===== src/rtl/jk_cmd_sequencer.sv =====
// jk_cmd_sequencer: replays queued {op,len} commands onto registered j/k and checks the JK flip-flop's q against a model
// Ports:
//   clk, rst_n            clock, synchronous active-low reset
//   cmd_valid/cmd_ready   command handshake; cmd_ready = FIFO not full
//   cmd_op, cmd_len       {j,k} operation and cycle count (0 acts as 1)
//   j, k                  registered drive to the flip-flop
//   q                     flip-flop output fed back
//   q_exp                 modelled flip-flop state
//   busy, done, err       in RUN, last-command-finished pulse, sticky mismatch
module jk_cmd_sequencer #(
  parameter int DEPTH = 4,
  parameter int CNT_W = 4
) (
  input  logic             clk,
  input  logic             rst_n,
  input  logic             cmd_valid,
  output logic             cmd_ready,
  input  logic [1:0]       cmd_op,
  input  logic [CNT_W-1:0] cmd_len,
  output logic             j,
  output logic             k,
  input  logic             q,
  output logic             q_exp,
  output logic             busy,
  output logic             done,
  output logic             err
);
  localparam int AW = $clog2(DEPTH);
  typedef enum logic {IDLE, RUN} state_t;
  state_t            state_q, state_d;
  logic [CNT_W+1:0]  mem_q [DEPTH];
  logic [AW-1:0]     wr_ptr_q, wr_ptr_d, rd_ptr_q, rd_ptr_d;
  logic [AW:0]       count_q, count_d;
  logic [CNT_W-1:0]  rem_q, rem_d;
  logic              j_q, j_d, k_q, k_d, done_q, done_d;
  logic              q_exp_q, q_exp_d, check_en_q, check_en_d, err_q, err_d;
  logic              push, pop, empty;
  logic [1:0]        head_op;
  logic [CNT_W-1:0]  head_len;
  assign empty     = count_q == '0;
  assign cmd_ready = count_q != (AW+1)'(DEPTH);
  assign push      = cmd_valid & cmd_ready;
  assign {head_op, head_len} = mem_q[rd_ptr_q];
  always_comb begin
    state_d    = state_q;
    rem_d      = rem_q;
    j_d        = j_q;
    k_d        = k_q;
    done_d     = 1'b0;
    pop        = 1'b0;
    // rem counts the cycles left after the current one, so rem==0 in RUN is the last drive cycle
    if (state_q == IDLE || rem_q == '0) begin
      if (!empty) begin
        pop        = 1'b1;
        {j_d, k_d} = head_op;
        rem_d      = head_len == '0 ? '0 : head_len - CNT_W'(1);
        state_d    = RUN;
      end else begin
        {j_d, k_d} = 2'b00;
        state_d    = IDLE;
        done_d     = state_q == RUN;
      end
    end else begin
      rem_d = rem_q - CNT_W'(1);
    end
    wr_ptr_d   = wr_ptr_q + AW'(push);
    rd_ptr_d   = rd_ptr_q + AW'(pop);
    count_d    = count_q + (AW+1)'(push) - (AW+1)'(pop);
    q_exp_d    = (j_q & ~q_exp_q) | (~k_q & q_exp_q);
    // q becomes known once a SET or RESET has been applied to the flip-flop
    check_en_d = check_en_q | (j_q ^ k_q);
    err_d      = err_q | (check_en_q & (q ^ q_exp_q));
  end
  always_ff @(posedge clk) begin
    if (!rst_n) begin
      state_q    <= IDLE;
      wr_ptr_q   <= '0;
      rd_ptr_q   <= '0;
      count_q    <= '0;
      rem_q      <= '0;
      j_q        <= 1'b0;
      k_q        <= 1'b0;
      done_q     <= 1'b0;
      q_exp_q    <= 1'b0;
      check_en_q <= 1'b0;
      err_q      <= 1'b0;
    end else begin
      state_q    <= state_d;
      wr_ptr_q   <= wr_ptr_d;
      rd_ptr_q   <= rd_ptr_d;
      count_q    <= count_d;
      rem_q      <= rem_d;
      j_q        <= j_d;
      k_q        <= k_d;
      done_q     <= done_d;
      q_exp_q    <= q_exp_d;
      check_en_q <= check_en_d;
      err_q      <= err_d;
    end
  end
  always_ff @(posedge clk) begin
    if (push) mem_q[wr_ptr_q] <= {cmd_op, cmd_len};
  end
  assign j     = j_q;
  assign k     = k_q;
  assign busy  = state_q == RUN;
  assign done  = done_q;
  assign q_exp = q_exp_q;
  assign err   = err_q;
endmodule

===== config.mk =====
export PLATFORM = sky130hd
export DESIGN_NAME = jk_cmd_sequencer
export DESIGN_NICKNAME = d
export VERILOG_FILES = /design/src/rtl/jk_cmd_sequencer.sv
export SDC_FILE = /design/constraint.sdc
export NUM_CORES = 1
export LEC_CHECK = 0
export BUFFER_PORTS_ARGS = -buffer_cell sky130_fd_sc_hd__buf_4
export CAP_MARGIN = 30
export CORE_AREA = 2 2 66 56
export CTS_CLUSTER_SIZE = 8
export DETAILED_ROUTE_END_ITERATION = 8
export DIE_AREA = 0 0 68 58
export GPL_ROUTABILITY_DRIVEN = 1
export PLACE_DENSITY = 0.79
export SLEW_MARGIN = 20
export SYNTH_ARGS = -nofsm -noshare
export SYNTH_HDL_FRONTEND = slang
export SYNTH_SLANG_ARGS = --single-unit

===== constraint.sdc =====
create_clock -name clk -period 2.9 [get_ports clk]
set_input_delay 0.29 -clock clk [delete_from_list [all_inputs] [get_ports clk]]
set_output_delay 0.29 -clock clk [all_outputs]
set_load 0.01 [all_outputs]

==> results.rst <==
.. list-table::
   :header-rows: 1

   * - Metric
     - Value
   * - Count of endpoints failing setup in the final report
     - 0
   * - Iteration-0 DRC count of the detailed router
     - 74
   * - Class of the tightest hold or removal check
     - in -> reg
   * - # rows
     - 19
   * - Clock latency at the later pin of the worst-skew pair
     - 0.30 ns
   * - Cell at the root of the clock tree
     - clkbuf_8
   * - Router iterations before antenna repair
     - 4
   * - Critical path start-end classification
     - reg -> reg
   * - Chip width
     - ~68 um
   * - Total of max-cap violations
     - 0
   * - Number of failing hold endpoints at the final stage
     - 0
   * - Cells resized by post-CTS repair
     - 0
   * - Worst slew margin relative to its limit
     - between 60% and 70%
   * - Unrepaired setup endpoints after global routing
     - false
   * - Final global-route overflow total
     - 0
   * - Number of top-level design ports
     - 17
   * - Final Wtd Congestion
     - 0.774
   * - Worst-case reg-to-reg path depth
     - 11
   * - Fraction of final layout cells sized beyond drive strength 1
     - 20.1%
   * - Worst r2r src
     - rem_q[0]
   * - Synth Register Bits
     - 42
   * - Maximum VDD drop
     - 0.000479 V
   * - Vias post-DR
     - roughly 1100
   * - Buffer levels on the longest clock path
     - 2
   * - Least-Margin Pin Slew
     - 0.568 ns
   * - Top cells by area, synth
     - edfxtp_1 (40%), dfxtp_1 (20%), mux4_1 (5.9%)
   * - Dpl hpwl
     - approximately 2100 um
   * - Number of distinct library cell variants in the gate-level netlist after synthesis
     - 36
   * - Final standard cell area without fillers
     - 2050 um2
   * - Fmax
     - between 300 and 400 MHz
   * - Number of remaining DRC errors
     - 0
   * - Final Cycle Share
     - 90.6%
   * - Power per standard cell area
     - 971 nW/um2
   * - Detailed-route vias per instance
     - 5.50
   * - Net count, final
     - around 170
   * - Leading cell type by number of instances after synthesis
     - edfxtp_1
   * - Worst setup EP type
     - flip-flop
   * - Arrival time worst endpoint
     - 2.83 ns
   * - Sequential share of the synthesized area
     - 60.5%
   * - Cell taking the most area after synthesis
     - edfxtp_1
   * - Syn Area/Cell
     - 13.6 um2
   * - Endpoint of the most critical register-to-register path
     - count_q[2]
   * - Worst Setup SP
     - rem_q[0]
   * - Post-CTS repair timing setup buffer count
     - 0
   * - Cell area after technology mapping
     - between 1500 and 2000 um2
   * - Synth async-reset ratio
     - 0%
   * - Overall die area
     - 3940 um2
   * - Number of pins with negative max-slew slack in the final report
     - 0
   * - Detail-routed net length per standard cell
     - 14.8 um
   * - Synth warn
     - 0
   * - Clock input transition at the sequential cells of the worst setup and hold paths
     - 0.08 ns
   * - Status
     - finished clean
   * - Leak
     - about 0.78 nW
   * - Post-synthesis cell count
     - 131
   * - Post-Route WL
     - between 2000 and 3000 um
   * - Area added between synthesis and finish
     - 14.9%
   * - Vias in the first global route
     - 977
   * - Diodes inserted
     - 0
   * - Endpoint of the most critical setup path
     - count_q[2]
   * - Clk_skew
     - 0.00307 ns
   * - TNS Setup
     - 0 ns
   * - CTS Buf Count
     - 5
   * - Count of flip-flops with a built-in enable after synthesis
     - 24
   * - Final critical-path required period
     - between 2 and 3 ns
   * - Pin count of the biggest net entering global routing
     - 20
   * - Global-route wire length before repair
     - approximately 4500 um
   * - Post-synthesis net count
     - 145
   * - Antenna violations before repair
     - 0
   * - Required time reported for the critical path endpoint
     - between 3 and 4 ns
   * - Predominant post-synthesis flop cell
     - edfxtp_1
   * - Yosys top cell area share
     - 40.4%
   * - Maximum fanout count along the critical path
     - 5
   * - Placed standard-cell area
     - between 1500 and 2000 um2
   * - Post-CTS Hold Fix Bufs
     - 0
   * - TritonCTS clock tree
     - yes
   * - Synth cell count leaders
     - edfxtp_1 (24), dfxtp_1 (18), and2_1 (7)
   * - Number of nets with antenna violations after detailed routing
     - 0
   * - Number of H-tree branching levels
     - 2
   * - Total global-route track usage
     - 16.2%
   * - Die Ht
     - 58 um
   * - Core Region
     - between 3000 and 4000 um2
   * - R2R Setup Slk
     - ~0.27 ns
   * - Initial Utilization
     - 54.4%
   * - CTS sink cnt
     - between 40 and 50
   * - Startpoint type of the worst setup path
     - flip-flop
   * - PortBufs
     - 16
==> worst min-delay path by stage <==
stage / from / end / slack, ns / cells after the start
after global routing: cmd_op[0] / mem_q[0][4] / 0.18 / 1
after CTS: cmd_len[3] / mem_q[1][3] / 0.18 / 1
after global placement: check_en_q / check_en_q / 0.45 / 1
after floorplan: cmd_len[0] / mem_q[0][0] / 0.39 / 0
after detailed placement: check_en_q / check_en_q / 0.46 / 1
final: cmd_len[3] / mem_q[2][3] / 0.19 / 1
==> area by class of cell <==
cell class                      instances  area (um2)
Timing Repair Buffer                   19         143
Fill cell                             248        1230
Clock inverter                          3        25.0
Sequential cell                        42        1080
Multi-Input combinational cell         79         659
Tap cell                               42        52.6
Inverter                                6        22.5
Clock buffer                            5        68.8
==> metrics by stage <==
| stage | utilization [%] | instances | total power (W) | hold WS [ns] | setup WS [ns] |
|---|---|---|---|---|---|
| 6_report | 62.5 | 196 | 0.00199 | 0.191 | 0.272 |
| 5_1_grt | 62.5 | 196 | 0.00213 | 0.181 | 0.125 |
| 4_1_cts | 62.5 | 196 | 0.00200 | 0.183 | 0.319 |
| 3_5_place_dp | 59.7 | 188 | 0.00162 | 0.458 | 0.330 |
| 3_3_place_gp | 59.7 | 188 | 0.00158 | 0.449 | 0.470 |
| 2_1_floorplan | - | 131 | 0.00143 | 0.389 | 0.589 |
==> placed cells by master (no fill, tap or decap), types with 5 or more instances in the layout <==
master    instances
edfxtp_1         24
inv_1             6
xnor2_1           5
nor2b_1           6
clkbuf_8          5
nor2_1            5
and2_1            7
dfxtp_1          18
nor3_1            5
nand2_1           6
buf_4            19
==> critical path, stage by stage (launching register included) <==
cell and delay (ns):
dfxtp_1 0.32, inv_1 0.09, ha_1 0.21, nor3b_1 0.42, o21ai_1 0.26, xnor2_1 0.23
ha_1 0.16, inv_1 0.05, fa_1 0.38, xnor2_1 0.15, xnor2_1 0.12, and2_1 0.14
==> logic make-up after synthesis <==
family,after synthesis,share of synthesized area [%]
flip-flops,42,60.5
AO/OA/AOI/OAI,17,6.87
multiplexers,8,9.53
AND/OR/NAND/NOR,42,13.4
buffers and inverters,10,2.52
XOR/XNOR,8,3.92
adder cells (fa/ha/maj),4,3.22
==> per-layer routing <==
metal / up-vias / wire (um) / track usage (%) / share of wire (%)
li1: 526 / - / - / -
met1: 518 / 1350 / 21.9 / 47
met5: - / 0 / 0 / 0
met4: 0 / 42 / 7.71 / 1.4
met3: 5 / 150 / 4.66 / 5.2
met2: 29 / 1360 / 24.3 / 47
==> state kept, by name, summed over array words and instances, names as in the netlist <==
register	flops
busy	1
check_en_q	1
count_q	3
done	1
err	1
j	1
k	1
mem_q	24
q_exp	1
rd_ptr_q	2
rem_q	4
wr_ptr_q	2
==> report_power, final <==
group | leakage [nW] | internal, W | switching (W)
clock network | 0.0447 | 0.000174 | 0.000211
logic | 0.363 | 0.000375 | 0.000361
registers | 0.368 | 0.000761 | 0.000111
total | 0.776 | 0.00131 | 0.000683
No activity file was read; power rests on OpenSTA's default activity.
